--- src/rtl/combat_pkg.sv ---
// Shared types and constants for the turn-based combat resolver.
// Holds the move encoding, the sequencer states, the damage table and the winner codes.
package combat_pkg;

    typedef enum logic [1:0] {
        MV_LIGHT   = 2'd0,
        MV_HEAVY   = 2'd1,
        MV_SPECIAL = 2'd2,
        MV_GUARD   = 2'd3
    } move_t;

    typedef enum logic [3:0] {
        S_IDLE, S_LATCH, S_ATK1, S_STB1, S_WAIT1,
        S_ATK2, S_STB2, S_WAIT2, S_CHECK, S_OVER
    } state_t;

    localparam logic [5:0] DMG_LIGHT         = 6'd8;
    localparam logic [5:0] DMG_HEAVY         = 6'd16;
    localparam logic [5:0] DMG_SPECIAL       = 6'd30;
    localparam logic [4:0] HEAVY_DODGE_BONUS = 5'd2;

    localparam logic [1:0] WIN_NONE = 2'd0;
    localparam logic [1:0] WIN_P1   = 2'd1;
    localparam logic [1:0] WIN_P2   = 2'd2;
    localparam logic [1:0] WIN_DRAW = 2'd3;

    typedef struct packed {
        logic [5:0] dmg;
        logic [2:0] cost;
    } attack_t;

    // Raw attack before the defender's guard halving; an unaffordable special falls back to light.
    function automatic attack_t attack_of(input move_t mv, input logic [4:0] meter,
                                          input logic [4:0] need, input logic [2:0] cost);
        attack_t a;
        a.dmg  = 6'd0;
        a.cost = 3'd0;
        case (mv)
            MV_LIGHT:   a.dmg = DMG_LIGHT;
            MV_HEAVY:   a.dmg = DMG_HEAVY;
            MV_SPECIAL: begin
                if (meter >= need) begin
                    a.dmg  = DMG_SPECIAL;
                    a.cost = cost;
                end else begin
                    a.dmg = DMG_LIGHT;
                end
            end
            default:    a.dmg = 6'd0;
        endcase
        return a;
    endfunction

endpackage

--- src/rtl/lfsr8_roller.sv ---
// Free-running 8-bit Fibonacci LFSR (x^8+x^6+x^5+x^4+1) used as a dice source.
// A zero seed would lock the register, so it is replaced with 8'h01.
module lfsr8_roller (
    input  logic       clk,
    input  logic       rst,
    input  logic [7:0] seed,
    output logic [7:0] lfsr
);

    logic [7:0] r_lfsr;
    logic [7:0] w_seed;
    logic       w_fb;

    assign w_seed = (seed == 8'h00) ? 8'h01 : seed;
    assign w_fb   = r_lfsr[7] ^ r_lfsr[5] ^ r_lfsr[4] ^ r_lfsr[3];

    always_ff @(posedge clk or posedge rst) begin
        if (rst) r_lfsr <= w_seed;
        else     r_lfsr <= {r_lfsr[6:0], w_fb};
    end

    assign lfsr = r_lfsr;

endmodule

--- src/rtl/combat_resolver.sv ---
// Turn sequencer: orders the two attacks by speed, rolls dodge, drives each stat block's
// damage/cost/enable bus plus an update strobe, then checks health for game over.
module combat_resolver
    import combat_pkg::*;
#(
    parameter logic [7:0] LFSR_SEED    = 8'hA5,
    parameter int         SPECIAL_COST = 4
) (
    input  logic       clk,
    input  logic       rst,
    input  logic       start,
    input  logic [1:0] move_p1,
    input  logic [1:0] move_p2,
    input  logic [2:0] speed_p1,
    input  logic [2:0] speed_p2,
    input  logic [2:0] dodge_p1,
    input  logic [2:0] dodge_p2,
    input  logic [4:0] special_p1,
    input  logic [4:0] special_p2,
    input  logic [8:0] health_p1,
    input  logic [8:0] health_p2,
    output logic [5:0] dmg_to_p1,
    output logic [5:0] dmg_to_p2,
    output logic [2:0] cost_p1,
    output logic [2:0] cost_p2,
    output logic       en_p1,
    output logic       en_p2,
    output logic       upd_p1,
    output logic       upd_p2,
    output logic       busy,
    output logic       done,
    output logic       game_over,
    output logic [1:0] winner
);

    localparam logic [4:0] SPC_METER = 5'(SPECIAL_COST);
    localparam logic [2:0] SPC_COST  = 3'(SPECIAL_COST);

    state_t     r_state, w_state_next;
    move_t      r_mv1, r_mv2;
    logic       r_p1_first, r_kill;
    logic [5:0] r_dmg1, r_dmg2;
    logic [2:0] r_cost1, r_cost2;
    logic       r_en1, r_en2, r_game_over;
    logic [1:0] r_winner;

    logic [7:0] w_lfsr;
    logic [3:0] w_unused_lfsr_hi;
    logic       w_first_phase, w_a_is_p1, w_hit, w_kill, w_p1_dead, w_p2_dead;
    move_t      w_mv_a, w_mv_d;
    attack_t    w_atk;
    logic [5:0] w_dmg;
    logic [4:0] w_dodge_sum;
    logic [3:0] w_eff_dodge;
    logic [8:0] w_health_d;

    lfsr8_roller u_lfsr (
        .clk  (clk),
        .rst  (rst),
        .seed (LFSR_SEED),
        .lfsr (w_lfsr)
    );
    assign w_unused_lfsr_hi = w_lfsr[7:4];

    // Attacker/defender roles flip between the first and second half of the turn.
    assign w_first_phase = (r_state == S_ATK1) || (r_state == S_STB1) || (r_state == S_WAIT1);
    assign w_a_is_p1     = w_first_phase ? r_p1_first : ~r_p1_first;
    assign w_mv_a        = w_a_is_p1 ? r_mv1 : r_mv2;
    assign w_mv_d        = w_a_is_p1 ? r_mv2 : r_mv1;
    assign w_atk         = attack_of(w_mv_a, w_a_is_p1 ? special_p1 : special_p2, SPC_METER, SPC_COST);
    assign w_dmg         = (w_mv_d == MV_GUARD) ? (w_atk.dmg >> 1) : w_atk.dmg;
    assign w_dodge_sum   = {2'b00, (w_a_is_p1 ? dodge_p2 : dodge_p1)}
                         + ((w_mv_a == MV_HEAVY) ? HEAVY_DODGE_BONUS : 5'd0);
    assign w_eff_dodge   = (w_dodge_sum > 5'd15) ? 4'd15 : w_dodge_sum[3:0];
    assign w_hit         = (w_lfsr[3:0] >= w_eff_dodge);
    assign w_health_d    = w_a_is_p1 ? health_p2 : health_p1;
    assign w_kill        = w_hit && ({3'b000, w_dmg} >= w_health_d);
    assign w_p1_dead     = (health_p1 == 9'd0);
    assign w_p2_dead     = (health_p2 == 9'd0);

    always_ff @(posedge clk or posedge rst) begin
        if (rst) r_state <= S_IDLE;
        else     r_state <= w_state_next;
    end

    always_comb begin
        w_state_next = r_state;
        case (r_state)
            S_IDLE:  if (start) w_state_next = S_LATCH;
            S_LATCH: w_state_next = S_ATK1;
            S_ATK1:  w_state_next = S_STB1;
            S_STB1:  w_state_next = S_WAIT1;
            S_WAIT1: w_state_next = r_kill ? S_CHECK : S_ATK2;
            S_ATK2:  w_state_next = S_STB2;
            S_STB2:  w_state_next = S_WAIT2;
            S_WAIT2: w_state_next = S_CHECK;
            S_CHECK: w_state_next = (w_p1_dead || w_p2_dead) ? S_OVER : S_IDLE;
            S_OVER:  w_state_next = S_OVER;
            default: w_state_next = S_IDLE;
        endcase
    end

    always_comb begin
        upd_p1 = 1'b0;
        upd_p2 = 1'b0;
        busy   = 1'b0;
        done   = 1'b0;
        case (r_state)
            S_IDLE, S_OVER: ;
            S_STB1, S_STB2: begin
                upd_p1 = ~w_a_is_p1;
                upd_p2 = w_a_is_p1;
                busy   = 1'b1;
            end
            S_CHECK: begin
                done = 1'b1;
                busy = 1'b1;
            end
            default: busy = 1'b1;
        endcase
    end

    // Bus registers: loaded in ATK, held through STB/WAIT, cleared as the turn closes.
    always_ff @(posedge clk or posedge rst) begin
        if (rst) begin
            r_mv1       <= MV_LIGHT;
            r_mv2       <= MV_LIGHT;
            r_p1_first  <= 1'b0;
            r_kill      <= 1'b0;
            r_dmg1      <= 6'd0;
            r_dmg2      <= 6'd0;
            r_cost1     <= 3'd0;
            r_cost2     <= 3'd0;
            r_en1       <= 1'b0;
            r_en2       <= 1'b0;
            r_game_over <= 1'b0;
            r_winner    <= WIN_NONE;
        end else begin
            case (r_state)
                S_LATCH: begin
                    r_mv1      <= move_t'(move_p1);
                    r_mv2      <= move_t'(move_p2);
                    r_p1_first <= (speed_p1 >= speed_p2);
                    r_kill     <= 1'b0;
                end
                S_ATK1, S_ATK2: begin
                    if (r_state == S_ATK1) r_kill <= w_kill;
                    r_dmg1  <= w_a_is_p1 ? 6'd0 : w_dmg;
                    r_dmg2  <= w_a_is_p1 ? w_dmg : 6'd0;
                    r_en1   <= ~w_a_is_p1 & w_hit;
                    r_en2   <= w_a_is_p1 & w_hit;
                    r_cost1 <= w_a_is_p1 ? w_atk.cost : 3'd0;
                    r_cost2 <= w_a_is_p1 ? 3'd0 : w_atk.cost;
                end
                S_CHECK: begin
                    r_dmg1  <= 6'd0;
                    r_dmg2  <= 6'd0;
                    r_en1   <= 1'b0;
                    r_en2   <= 1'b0;
                    r_cost1 <= 3'd0;
                    r_cost2 <= 3'd0;
                    if (w_p1_dead || w_p2_dead) begin
                        r_game_over <= 1'b1;
                        r_winner    <= (w_p1_dead && w_p2_dead) ? WIN_DRAW :
                                       (w_p2_dead ? WIN_P1 : WIN_P2);
                    end
                end
                default: ;
            endcase
        end
    end

    assign dmg_to_p1 = r_dmg1;
    assign dmg_to_p2 = r_dmg2;
    assign cost_p1   = r_cost1;
    assign cost_p2   = r_cost2;
    assign en_p1     = r_en1;
    assign en_p2     = r_en2;
    assign game_over = r_game_over;
    assign winner    = r_winner;

endmodule

--- config.mk ---
export PLATFORM = sky130hd
export DESIGN_NAME = combat_resolver
export DESIGN_NICKNAME = d
export VERILOG_FILES = /design/src/rtl/combat_pkg.sv /design/src/rtl/lfsr8_roller.sv /design/src/rtl/combat_resolver.sv
export SDC_FILE = /design/constraint.sdc
export NUM_CORES = 1
export LEC_CHECK = 0
export CAP_MARGIN = 5
export CORE_UTILIZATION = 40
export CTS_BUF_LIST = sky130_fd_sc_hd__clkbuf_4 sky130_fd_sc_hd__clkbuf_8
export DETAILED_ROUTE_END_ITERATION = 10
export HOLD_SLACK_MARGIN = 0.08
export PLACE_DENSITY_LB_ADDON = 0.3
export SYNTH_ARGS = -nofsm -noshare
export SYNTH_HDL_FRONTEND = slang
export SYNTH_SLANG_ARGS = --single-unit
--- constraint.sdc ---
create_clock -name clk -period 2.7 [get_ports clk]
set_input_delay 0.54 -clock clk [delete_from_list [all_inputs] [get_ports clk]]
set_output_delay 0.54 -clock clk [all_outputs]
set_load 0.05 [all_outputs]
==> impl.org, run 1 <==
** Route
- In the routed design, unresolved DRC markers number 0.
- Across all layers, the routed design uses 1949 vias.
- DRC marker count from the first detailed-route iteration :: 81
- For this run, the detailed router's first-pass iteration total came to 4.
- Dividing the detail-routed wire length by the instance count gives 13.5 um.
- The detail route stage leaves a number of antenna-violating nets equal to 0.
- The final layout contains routed wiring with a total length of 5020 um.
- After detailed routing, the number of vias per cell comes to 5.23.

** Setup path
- The worst setup path is of the reg2reg kind.
- The worst register-to-register path begins at r_state[3]$_DFFE_PP0P_.
- Data arrival at the endpoint of the critical path :: 3.06 ns
- STA classifies the critical path endpoint as a register.
- For the worst setup path, the data required time is 2.92 ns.
- For the worst flop-to-flop path, the logic depth is 12.
- Terminus of the critical flop-to-flop path :: r_kill$_DFFE_PP0P_
- Worst-path fanout max :: 5
- STA classifies the critical path startpoint as a register.
- R2R Setup Slk :: -0.14 ns

** Final layout
- The area growth from synthesis to layout is 50.4%.
- For this run, the post-layout net count is 363.
- Ratio of cells with drive above 1 in the final layout :: 0.244
- Final Core Density :: 0.628
- 0 antenna diodes ended up in the layout.

** Floorplan
- Row generation in the floorplan step produced 26 rows.
- Starting density of the core :: 0.417
- Width of the chip :: 75.2 um
- Die ar. :: 5660 um2
- I/O pin cnt :: 74
- Standard cell core area :: 5140 um2
- In this run the vertical extent of the chip is 75.2 um.

** Place
- Routability congestion estimate :: 0.787
- Port buffer count :: 63
- Prior to clock tree synthesis, the placed netlist has a worst setup slack of -0.214 ns.
- The HPWL after detailed placement is 3790 um.

** Clock tree
- For this design, the sink count on the clock tree is 33.
- At the later pin of the worst-skew pair, clock insertion delay measures 0.29 ns.
- Maximum buffer depth of the clock tree :: 2
- In this run the clock root is driven by a clkbuf_8.
- Clock edge transition at the registers on the reported setup and hold paths :: 0.07 ns
- Num CTS Buffers :: 5
- Clock tree from TritonCTS :: built
- The clock tree synthesis step divided the H-tree into 2 levels.

** Worst hold path
- WHS Endpoint :: u_lfsr.lfsr[7]$_DFF_PP1_
- Counting instances, the worst hold path has a depth of 0.
- The worst hold path begins at u_lfsr.lfsr[6]$_DFF_PP0_.
- The tightest min-delay check is of the reg2reg type.

** STA
- Post-route minimum period :: 2.84 ns
- Top achievable clock speed :: 352 MHz
- Worst setup skew after layout :: 0.00249 ns
- Accumulated negative setup slack :: -0.304 ns
- Setup repair after global routing could not meet its margin everywhere.
- Dividing the final minimum period by the clock period gives 1.05.
- Setup violations remaining at the end of the flow were counted as 3.
- Slew margin rel. :: 0.618
- The count of final hold-check violations is 0.
- For the pin with the worst max-slew slack, the measured transition is 0.573 ns.
- Max Transition Viols Final :: 0
- In the post-route analysis, the smallest setup slack over all paths is -0.138 ns.

** Yosys
- Post-synth EDFFs :: 0
- Compound-gate portion of the synthesized area :: 0.167
- Part of the Yosys area used for sequential elements :: 0.387
- Combinational family with the most area after synthesis :: simple AND/OR/NAND/NOR gates
- XOR/XNOR Fraction of Synth Area :: 0.0163
- Of the total synthesized cell area, the portion taken by AND, OR, NAND and NOR gates is 0.178.
- Flops & latches, synth :: 33
- Cells after Synth :: 218
- Ranked by total cell area, the synthesized netlist is headed by dfrtp_1, ha_1, dfstp_2, a32o_1, mux2_2.
- Synth Area in Adders :: 0.0816
- Prevailing post-synth register cell :: dfrtp_1
- Synth top area share :: 0.338
- Counting flops with an async set or reset pin after synthesis yields a share of 1.00.
- The number of different library cells used by synthesis comes to 46.
- Summing every instance area after synthesis gives 2150 um2.
- Proportion of synthesized area in mux cells :: 0.0962
- In this run the mean area of a mapped cell was 9.84 um2.
- Post-synthesis cell type with the largest combined area :: dfrtp_1
- Yosys printed 0 warnings.

** Power
- The design draws 4.06 mW.
- Maximum ir drop on the vdd rail :: 0.560 mV
- Power density relative to cell area :: 1260 nW/um2
- Cell leakage power :: 1.40 nW

** GRT
- The initial antenna violation count is 0.
- The via count of the first global-routing pass is 1767.
- For this run, the total global-route usage over all layers was measured as 0.196.
- Sum of overflow across all layers after global routing :: 0
- Wire length of the first global-routing pass :: 8260 um
- Entering global routing, the biggest net connects 34 pins.

** Job
- Across the run, the number of max-cap violations was 0.

** Status
- Run status :: finished, violations left
- The checks that failed: setup timing.
repair_timing:
action / in CTS / in global routing
resized for setup: 17 / 3
buffers inserted: 3 / 0
hold buffers: 0 / 0
setup endpoints to repair: 3 / 3
pin swaps: 10 / 1
critical path, cell delays in order (launching register included):
cell     delay (ns)
dfrtp_1        0.39
or4b_4         0.57
a21o_1         0.20
and2_4         0.17
mux2_4         0.31
ha_4           0.17
ha_4           0.25
inv_2          0.04
ha_4           0.26
nand2_4        0.04
o21ai_4        0.15
nand3_2        0.09
o21ai_1        0.13
stage by stage:
stage	hold slack [ns]	cell area [um2]	cells
global route	0.377	3230	373
floorplan	0.333	2180	223
global placement	0.336	2980	362
CTS	0.357	3210	373
finish	0.357	3230	373
detailed placement	0.340	2980	362
cell usage after synthesis (5+ instances only):
| cell type | number |
|---|---|
| inv_1 | 11 |
| clkbuf_1 | 8 |
| nor3_1 | 5 |
| nand2b_1 | 8 |
| dfrtp_1 | 29 |
| nor2_1 | 10 |
| mux2i_1 | 6 |
| mux2_2 | 7 |
| buf_4 | 9 |
| nand2_1 | 15 |
| a21oi_1 | 14 |
| a32o_1 | 9 |
| o21ai_0 | 9 |
| ha_1 | 14 |
| nand3_1 | 6 |
area by class of cell:
class / instances / area, um2
clock buffers: 5 / 68.8
clock inverters: 3 / 46.3
fillers: 457 / 1910
inverters: 11 / 41.3
flip-flops and latches: 33 / 831
well taps: 70 / 87.6
multi-input cells: 160 / 1290
repair buffers: 91 / 862
report_power, final:
group	leakage, nW	switching, mW	internal, mW
clock network	0.0543	0.200	0.276
registers	0.418	0.145	0.625
logic	0.932	1.42	1.39
total	1.40	1.77	2.29
sequential cells by signal, summed over array words and instances (netlist names):
signal,count
r_mv1,2
winner,2
r_p1_first,1
cost_p1,1
game_over,1
r_state,4
cost_p2,1
dmg_to_p1,4
r_kill,1
dmg_to_p2,4
u_lfsr.lfsr,8
en_p2,1
en_p1,1
r_mv2,2
cell families (layout without fill, tap and decap cells):
| logic type | after synthesis | in the layout |
|---|---|---|
| XOR/XNOR | 4 | 4 |
| multiplexers | 17 | 17 |
| flip-flops | 33 | 33 |
| adder cells (fa/ha/maj) | 14 | 14 |
| buffers and inverters | 30 | 110 |
| AND/OR/NAND/NOR | 68 | 68 |
| other | 1 | 6 |
| AO/OA/AOI/OAI | 51 | 51 |
routing by layer:
layer,part of all wire,track usage,up-vias
met4,0.0058,0.0658,0
met5,0,0,-
li1,-,-,953
met1,0.45,0.261,949
met2,0.50,0.324,45
met3,0.042,0.0348,2
placed cells by master (no fill, tap or decap), types with 5 or more instances in the layout:
master	n
clkbuf_8	5
nand2b_1	8
mux2_2	6
mux2i_1	5
o21ai_0	6
nor2_1	10
a32o_1	9
clkdlybuf4s50_1	60
ha_1	10
a21oi_1	12
inv_1	10
buf_4	28
conb_1	6
dfrtp_1	29
nand2_1	13
nor3_1	5
worst max path at each step:
| stage | start | end | slack, ns |
|---|---|---|---|
| final | r_state[3]$_DFFE_PP0P_ | r_kill$_DFFE_PP0P_ | -0.14 |
| after global placement | r_state[0]$_DFFE_PP0P_ | r_kill$_DFFE_PP0P_ | -0.15 |
| after CTS | r_state[3]$_DFFE_PP0P_ | r_kill$_DFFE_PP0P_ | -0.11 |
| after floorplan | r_state[0]$_DFFE_PP0P_ | r_kill$_DFFE_PP0P_ | -0.16 |
| after global routing | r_state[3]$_DFFE_PP0P_ | r_kill$_DFFE_PP0P_ | -0.22 |
| after detailed placement | r_state[0]$_DFFE_PP0P_ | r_kill$_DFFE_PP0P_ | -0.21 |
Note: power is estimated with default switching activity, not from simulation.
==> run 2: changes to the inputs <==
--- a/config.mk
+++ b/config.mk
@@ -6,8 +6,9 @@
 export NUM_CORES = 1
 export LEC_CHECK = 0
 export CAP_MARGIN = 5
+export CORE_MARGIN = 2
 export CORE_UTILIZATION = 40
-export CTS_BUF_LIST = sky130_fd_sc_hd__clkbuf_4 sky130_fd_sc_hd__clkbuf_8
+export CTS_BUF_LIST = sky130_fd_sc_hd__clkbuf_4 sky130_fd_sc_hd__clkbuf_8 sky130_fd_sc_hd__clkbuf_16
 export DETAILED_ROUTE_END_ITERATION = 10
 export HOLD_SLACK_MARGIN = 0.08
 export PLACE_DENSITY_LB_ADDON = 0.3
==> constraint.sdc (replaced) <==
create_clock -name clk -period 2.5 [get_ports clk]
set_input_delay 0.5 -clock clk [delete_from_list [all_inputs] [get_ports clk]]
set_output_delay 0.5 -clock clk [all_outputs]
set_load 0.05 [all_outputs]
==> run 2 against run 1 <==
  * The run still ends with setup timing left
  * First-iteration DRC count down 4.9%
  * Clock power shrank 17%
  * Sequential cell count stayed put
  * Via count rose by 0.15%
  * Critical endpoint unchanged
  * Highest routed layer unchanged
==> impl.org, run 2 (same netlist as run 1, synthesis figures left out) <==
** Status
- The flow ran to the end, but the final reports show violations.
- Violations in the final reports :: setup timing

** Clock tree
- CTS hold repair buffers :: 0
- H-Tree Depth :: 2
- Clock tree root driver cell :: clkbuf_8
- The later pin in the worst-skew pair is clocked with a latency of 0.29 ns.
- Clock edge transition at the registers on the reported setup and hold paths :: 0.07 ns
- Clock tree from TritonCTS :: built
- # clock sinks :: 33
- Num CTS Buffers :: 5
- Maximum buffer depth of the clock tree :: 2

** Setup path
- By instance count, the cell type seen most on the critical path is ha_4.
- Start-to-end type of the worst setup path :: reg2reg
- Data arrival at the endpoint of the critical path :: 3.08 ns
- Terminus of the critical flop-to-flop path :: r_kill$_DFFE_PP0P_
- Crit path max-delay cell type :: or4b_4
- Data on the critical path is required at its endpoint by 2.72 ns.
- The worst setup path is launched from a register.
- Reg2reg start :: r_state[0]$_DFFE_PP0P_
- Ordered cell list for the critical path :: or4b_4 > a21o_1 > and2_4 > buf_6 > mux2i_4 > ha_4 > ha_4 > inv_2 > ha_4 > nand2_4 > o21ai_4 > nand3_2 > o21ai_1
- Kind of end point of the critical path :: register
- R2R Setup Slk :: -0.36 ns
- In this run the worst path has a maximum fanout of 4.
- For this run, the slowest stage of the critical path takes 0.56 ns.
- The number of cells on the worst reg-to-reg path is 13.

** Final layout
- Total area of sequential cells :: 831 um2
- The area growth from synthesis to layout is 51.0%.
- Most common cell after layout, fill and taps aside :: clkdlybuf4s50_1
- The count of cells in the finished layout, fillers not included, comes to 377.
- Commonest cells after routing, fill and taps aside :: clkdlybuf4s50_1, buf_4, dfrtp_1
- The multi-input combinational cells in the finished layout cover a total of 1290 um2.
- The repair_antennas step left the layout with diodes totalling 0.
- The net count of the finished layout is 367.
- Summing all non-filler instances in the final layout gives an area of 3240 um2.
- The register with the most flip-flops in the layout has 8 of them.
- Ratio of cells with drive above 1 in the final layout :: 0.254
- Fill cells in the final layout number 450.
- Final Core Density :: 0.630

** Place
- The wire-length estimate of the detail-placed layout is 3900 um.
- At the end of routability-driven placement, the weighted congestion stood at 0.798.
- Cell Area, Placed :: 3020 um2
- Number of instances in the placed design :: 365
- Port buffer count :: 63

** STA
- The worst pin sits at a relative slew slack of 0.377.
- Setup-violating endpoint count in the final report :: 3
- Subtracting the final worst setup slack from the clock period gives 2.86 ns.
- Worst setup skew after layout :: 0.00353 ns
- In the final timing run, aggregate negative setup slack is -1.03 ns.
- Setup repair after global routing could not meet its margin everywhere.
- The count of final hold-check violations was 0.
- Transition time at the pin with the least slew margin :: 0.935 ns
- Across all setup checks in the final design, the least slack found is -0.358 ns.
- In the finished design, the share of the clock period the worst path needs comes to 1.14.
- Top achievable clock speed :: 350 MHz
- The count of final max-slew check failures was 0.

** Worst hold path
- Cell count of the worst hold path :: 0
- The startpoint identified for the worst hold timing path is u_lfsr.lfsr[6]$_DFF_PP0_.
- Class of the worst hold path :: reg2reg
- WHS Endpoint :: u_lfsr.lfsr[7]$_DFF_PP1_

** Job
- Max-Cap Viols :: 0

** Route
- Detail-routed net length per standard cell :: 13.5 um
- Number of nets with antenna violations after detailed routing :: 0
- Via count :: 1952
- Iteration count of the initial detailed-routing pass :: 4
- After the first detailed-routing iteration, the DRC count stood at 77.
- Wires add up to 5090 um.
- In the routed design, unresolved DRC markers number 0.
- Post-DR vias/cell :: 5.18

** Power
- Across the VDD grid, the largest voltage drop is 0.538 mV.
- Power density relative to cell area :: 1350 nW/um2
- Cell leakage power :: 1.42 nW

** Floorplan
- The initial utilization of the core area, before any placement, comes to 0.417.
- After floorplanning, the core was sized to cover 5140 um2.
- Y dimension of the die :: 77.2 um
- For this design the top-level I/O count stands at 74.
- # rows :: 26
- The die covers 5970 um2.
- Width of the chip :: 77.2 um

** GRT
- Wire length of the first global-routing pass :: 8520 um
- Tot GR Track Use :: 0.181
- Sum of overflow across all layers after global routing :: 0
- The via count of the first global-routing pass came to 1904.
- The initial antenna violation count came to 0.
- Entering global routing, the biggest net connects 34 pins.
## run 2: final cells by class
cell class                 count  share of cell area
multi-input combinational    160               0.399
timing repair buffer          95               0.278
sequential                    33               0.256
tap                           70              0.0270
clock buffer                   5              0.0212
inverter                      11              0.0127
clock inverter                 3             0.00541
## run 2: repair_timing
action	in CTS	in global routing
resized for setup	10	8
buffers inserted	2	2
pin swaps	10	11
setup endpoints to repair	3	3
## run 2: layer usage
metal | global-route usage | share of wire | up-vias
met1 | 0.217 | 0.43 | 942
met2 | 0.315 | 0.52 | 48
met4 | 0.0482 | 0.0084 | 0
met3 | 0.0518 | 0.042 | 4
li1 | - | - | 958
met5 | 0 | 0 | -
## run 2: through the flow
| step | power [mW] | setup WS [ns] | hold WS [ns] |
|---|---|---|---|
| 2_1_floorplan | 2.72 | -0.356 | 0.333 |
| 3_3_place_gp | 3.61 | -0.328 | 0.336 |
| 3_5_place_dp | 3.68 | -0.391 | 0.342 |
| 4_1_cts | 4.21 | -0.327 | 0.364 |
| 5_1_grt | 4.70 | -0.448 | 0.372 |
| 6_report | 4.36 | -0.358 | 0.358 |
## run 2: worst max-delay path by stage
stage	from	end	slack, ns
after floorplan	r_state[0]$_DFFE_PP0P_	r_kill$_DFFE_PP0P_	-0.36
after global placement	r_state[0]$_DFFE_PP0P_	r_kill$_DFFE_PP0P_	-0.33
after detailed placement	r_state[0]$_DFFE_PP0P_	r_kill$_DFFE_PP0P_	-0.39
after CTS	r_state[3]$_DFFE_PP0P_	r_kill$_DFFE_PP0P_	-0.33
after global routing	r_state[0]$_DFFE_PP0P_	r_kill$_DFFE_PP0P_	-0.45
final	r_state[0]$_DFFE_PP0P_	r_kill$_DFFE_PP0P_	-0.36
## run 2: power breakdown
| part | switching (mW) | internal (mW) | total, mW |
|---|---|---|---|
| clock network | 0.204 | 0.192 | 0.396 |
| logic | 1.58 | 1.56 | 3.14 |
| registers | 0.148 | 0.676 | 0.824 |
## run 2: worst max-delay path, delay by kind of cell (launching register included)
kind	cells	cell delay [ns]
adder cells (fa/ha/maj)	3	0.70
buffers and inverters	2	0.17
AO/OA/AOI/OAI	3	0.51
flip-flops	1	0.39
AND/OR/NAND/NOR	4	0.86
multiplexers	1	0.18
==> run 3: changes to the inputs <==
--- a/config.mk
+++ b/config.mk
@@ -12,6 +12,8 @@
 export DETAILED_ROUTE_END_ITERATION = 10
 export HOLD_SLACK_MARGIN = 0.08
 export PLACE_DENSITY_LB_ADDON = 0.3
+export RECOVER_POWER = 100
+export SETUP_SLACK_MARGIN = 0.3
 export SYNTH_ARGS = -nofsm -noshare
 export SYNTH_HDL_FRONTEND = slang
 export SYNTH_SLANG_ARGS = --single-unit
==> run 3 against run 2 <==
  * The flow still finishes with violations (setup timing)
  * Setup slack better by 0.024 ns
  * Cell area shrank 1.3%
  * Count of clock-buffer cells in the layout is the same
  * Routed wire length is 1.4% lower
  * Largest cell class unchanged
==> impl.org, run 3 (same netlist as run 1, synthesis figures left out) <==
** Status
- Run status :: finished, violations left
- Violations in the final reports :: setup timing

** Job
- Max-cap violations in this run came to 0.

** Power
- Total power draw :: 4.18 mW
- In this run the static leakage power is 1.42 nW.
- In this run the power density over the cells is 1310 nW/um2.
- Maximum ir drop on the vdd rail :: 0.506 mV

** STA
- The count of final max-slew check failures is 0.
- Setup slack on the critical path of the routed design comes to -0.333 ns.
- Period Utilization, post-route :: 1.13
- Accumulated negative setup slack :: -0.882 ns
- Post-route minimum period :: 2.83 ns
- Slew margin rel. :: 0.445
- Setup repair after global routing could not meet its margin everywhere.
- Fin Hold WS :: 0.358 ns
- Setup-violating endpoint count in the final report :: 3
- The count of final hold-check violations came to 0.
- Transition time at the pin with the least slew margin :: 0.833 ns
- Top achievable clock speed :: 353 MHz
- Worst setup skew after layout :: 0.00698 ns

** Final layout
- Nets@finish :: 360
- Total area of sequential cells :: 831 um2
- Final standard cell count with taps included and fillers excluded :: 370
- Commonest cells after routing, fill and taps aside :: clkdlybuf4s50_1, dfrtp_1, dlygate4sd3_1, buf_4, nand2_1
- At the end of the flow the core is filled with cells to 0.622.
- Leaving out fill and tap cells, the most frequent cell in the layout is clkdlybuf4s50_1.
- Counting the fill cells in the layout gives 449.
- 0 antenna diodes ended up in the layout.
- Of the cells placed in the final design, the portion with a size suffix greater than 1 is 0.230.
- Area of the multi-input gates :: 1330 um2
- Max reg flops :: 8
- Final instance area :: 3200 um2
- Compared with the post-synthesis result, the final layout area differs by 49.0%.

** Route
- Once detail routing completed, the nets flagged for antenna violations numbered 0.
- Via count :: 1964
- The final layout contains routed wiring with a total length of 5020 um.
- After the first detailed-routing iteration, the DRC count stood at 59.
- Number of DRC violations after detailed routing :: 0
- In the final routed layout, each cell accounts on average for 13.6 um.
- The first detailed-routing pass ran for 4 iterations.
- Post-DR vias/cell :: 5.31

** Setup path
- Data arrival at the endpoint of the critical path :: 3.06 ns
- Most frequent cell on the critical path :: ha_4
- STA classifies the critical path endpoint as a register.
- The setup path with the least slack is of type reg2reg.
- CP Launch Type :: register
- Crit path max-delay cell type :: or4b_4
- Worst path required time :: 2.72 ns
- Counting both buffers and inverters, the worst setup path holds a total of 1.
- Kind of cell adding the most delay to the critical path :: simple AND/OR/NAND/NOR gates
- The critical path goes through or4b_4 > a21o_1 > and2_4 > mux2_4 > ha_4 > ha_4 > inv_2 > ha_4 > nand2_4 > o21ai_4 > nand3_1 > o21ai_1.
- Worst-path fanout max :: 6
- Slowest cell delay on critical path :: 0.56 ns

** Floorplan
- # rows :: 26
- Die ar. :: 5970 um2
- For this design the top-level I/O count stands at 74.
- The core region is 5140 um2.
- Y dimension of the die :: 77.2 um
- The floorplan step set the die width to 77.2 um.
- For this configuration, the core starts out at a cell density of 0.417.

** GRT
- Wire length of the first global-routing pass :: 8580 um
- For this run, the total global-route usage over all layers was measured as 0.181.
- Antenna violations before repair :: 0
- For this run the aggregate overflow at the end of global routing stands at 0.
- Largest net degree at the start of global routing :: 34
- Vias in the first global route :: 1790

** Place
- Cell Area, Placed :: 2960 um2
- Before CTS, the worst setup slack after placement is -0.448 ns.
- Number of instances in the placed design :: 358
- Routability congestion estimate :: 0.798
- Port buffer count :: 63
- The HPWL after detailed placement is 3810 um.

** Clock tree
- Maximum buffer depth of the clock tree :: 2
- Clock edge transition at the registers on the reported setup and hold paths :: 0.08 ns
- # clock sinks :: 33
- The later pin in the worst-skew pair is clocked with a latency of 0.29 ns.
- Clock tree from TritonCTS :: built
- Buffers inserted during clock tree synthesis total 5.
- Clock tree root driver cell :: clkbuf_8
- The H-tree was split into 2 levels.

** Worst hold path
- Class of the worst hold path :: reg2reg
==> run 3: cell count changes in the layout (fill, tap and decap cells not counted), moves of 2 or more <==
cell             delta
buf_4              -13
a21oi_1             -2
clkbuf_1            +3
or3b_4              +2
or3b_2              -2
dlygate4sd3_1      +19
a21oi_4             +3
clkbuf_2            +2
clkdlybuf4s50_1    -19
dfstp_2             -2
dfstp_1             +2
==> run 3: final cells by class <==
type / instances / area share
multi-input combinational: 160 / 0.415
sequential: 33 / 0.260
timing repair buffer: 88 / 0.258
tap: 70 / 0.0274
clock buffer: 5 / 0.0215
inverter: 11 / 0.0129
clock inverter: 3 / 0.00548
==> run 3: path summary, 6_finish.rpt <==
check	slack (ns)	cells past startpoint	from	to
max in group asynchronous	1.09	3	rst	dmg_to_p2[0]$_DFFE_PP0P_
setup reg to reg	-0.33	12	r_state[0]$_DFFE_PP0P_	r_kill$_DFFE_PP0P_
hold reg to reg	0.36	0	u_lfsr.lfsr[6]$_DFF_PP0_	u_lfsr.lfsr[7]$_DFF_PP1_
hold / removal	0.36	0	u_lfsr.lfsr[6]$_DFF_PP0_	u_lfsr.lfsr[7]$_DFF_PP1_
min in group asynchronous	0.89	3	rst	winner[0]$_DFFE_PP0P_
setup / recovery	-0.33	12	r_state[0]$_DFFE_PP0P_	r_kill$_DFFE_PP0P_
==> run 3: repair_timing <==
item / 4_1_cts / 5_1_grt
endpoints found under the setup margin: 13 / 14
gates cloned: 0 / 0
resized for setup: 16 / 11
buffers inserted: 2 / 2
pin swaps: 12 / 4
hold buffers: 0 / 0
==> run 3: where the power goes <==
part | switching [mW] | internal [mW] | total [mW] | leakage, nW
clock network | 0.211 | 0.192 | 0.403 | 0.0439
registers | 0.140 | 0.675 | 0.815 | 0.418
logic | 1.56 | 1.40 | 2.96 | 0.954
total | 1.91 | 2.27 | 4.18 | 1.42
==> run 3: metal layers <==
| layer | vias up | global-route usage | wire length (um) |
|---|---|---|---|
| li1 | 952 | - | - |
| met1 | 935 | 0.236 | 2190 |
| met2 | 72 | 0.281 | 2410 |
| met3 | 5 | 0.0612 | 356 |
| met4 | 0 | 0.0625 | 65 |
| met5 | - | 0 | 0 |
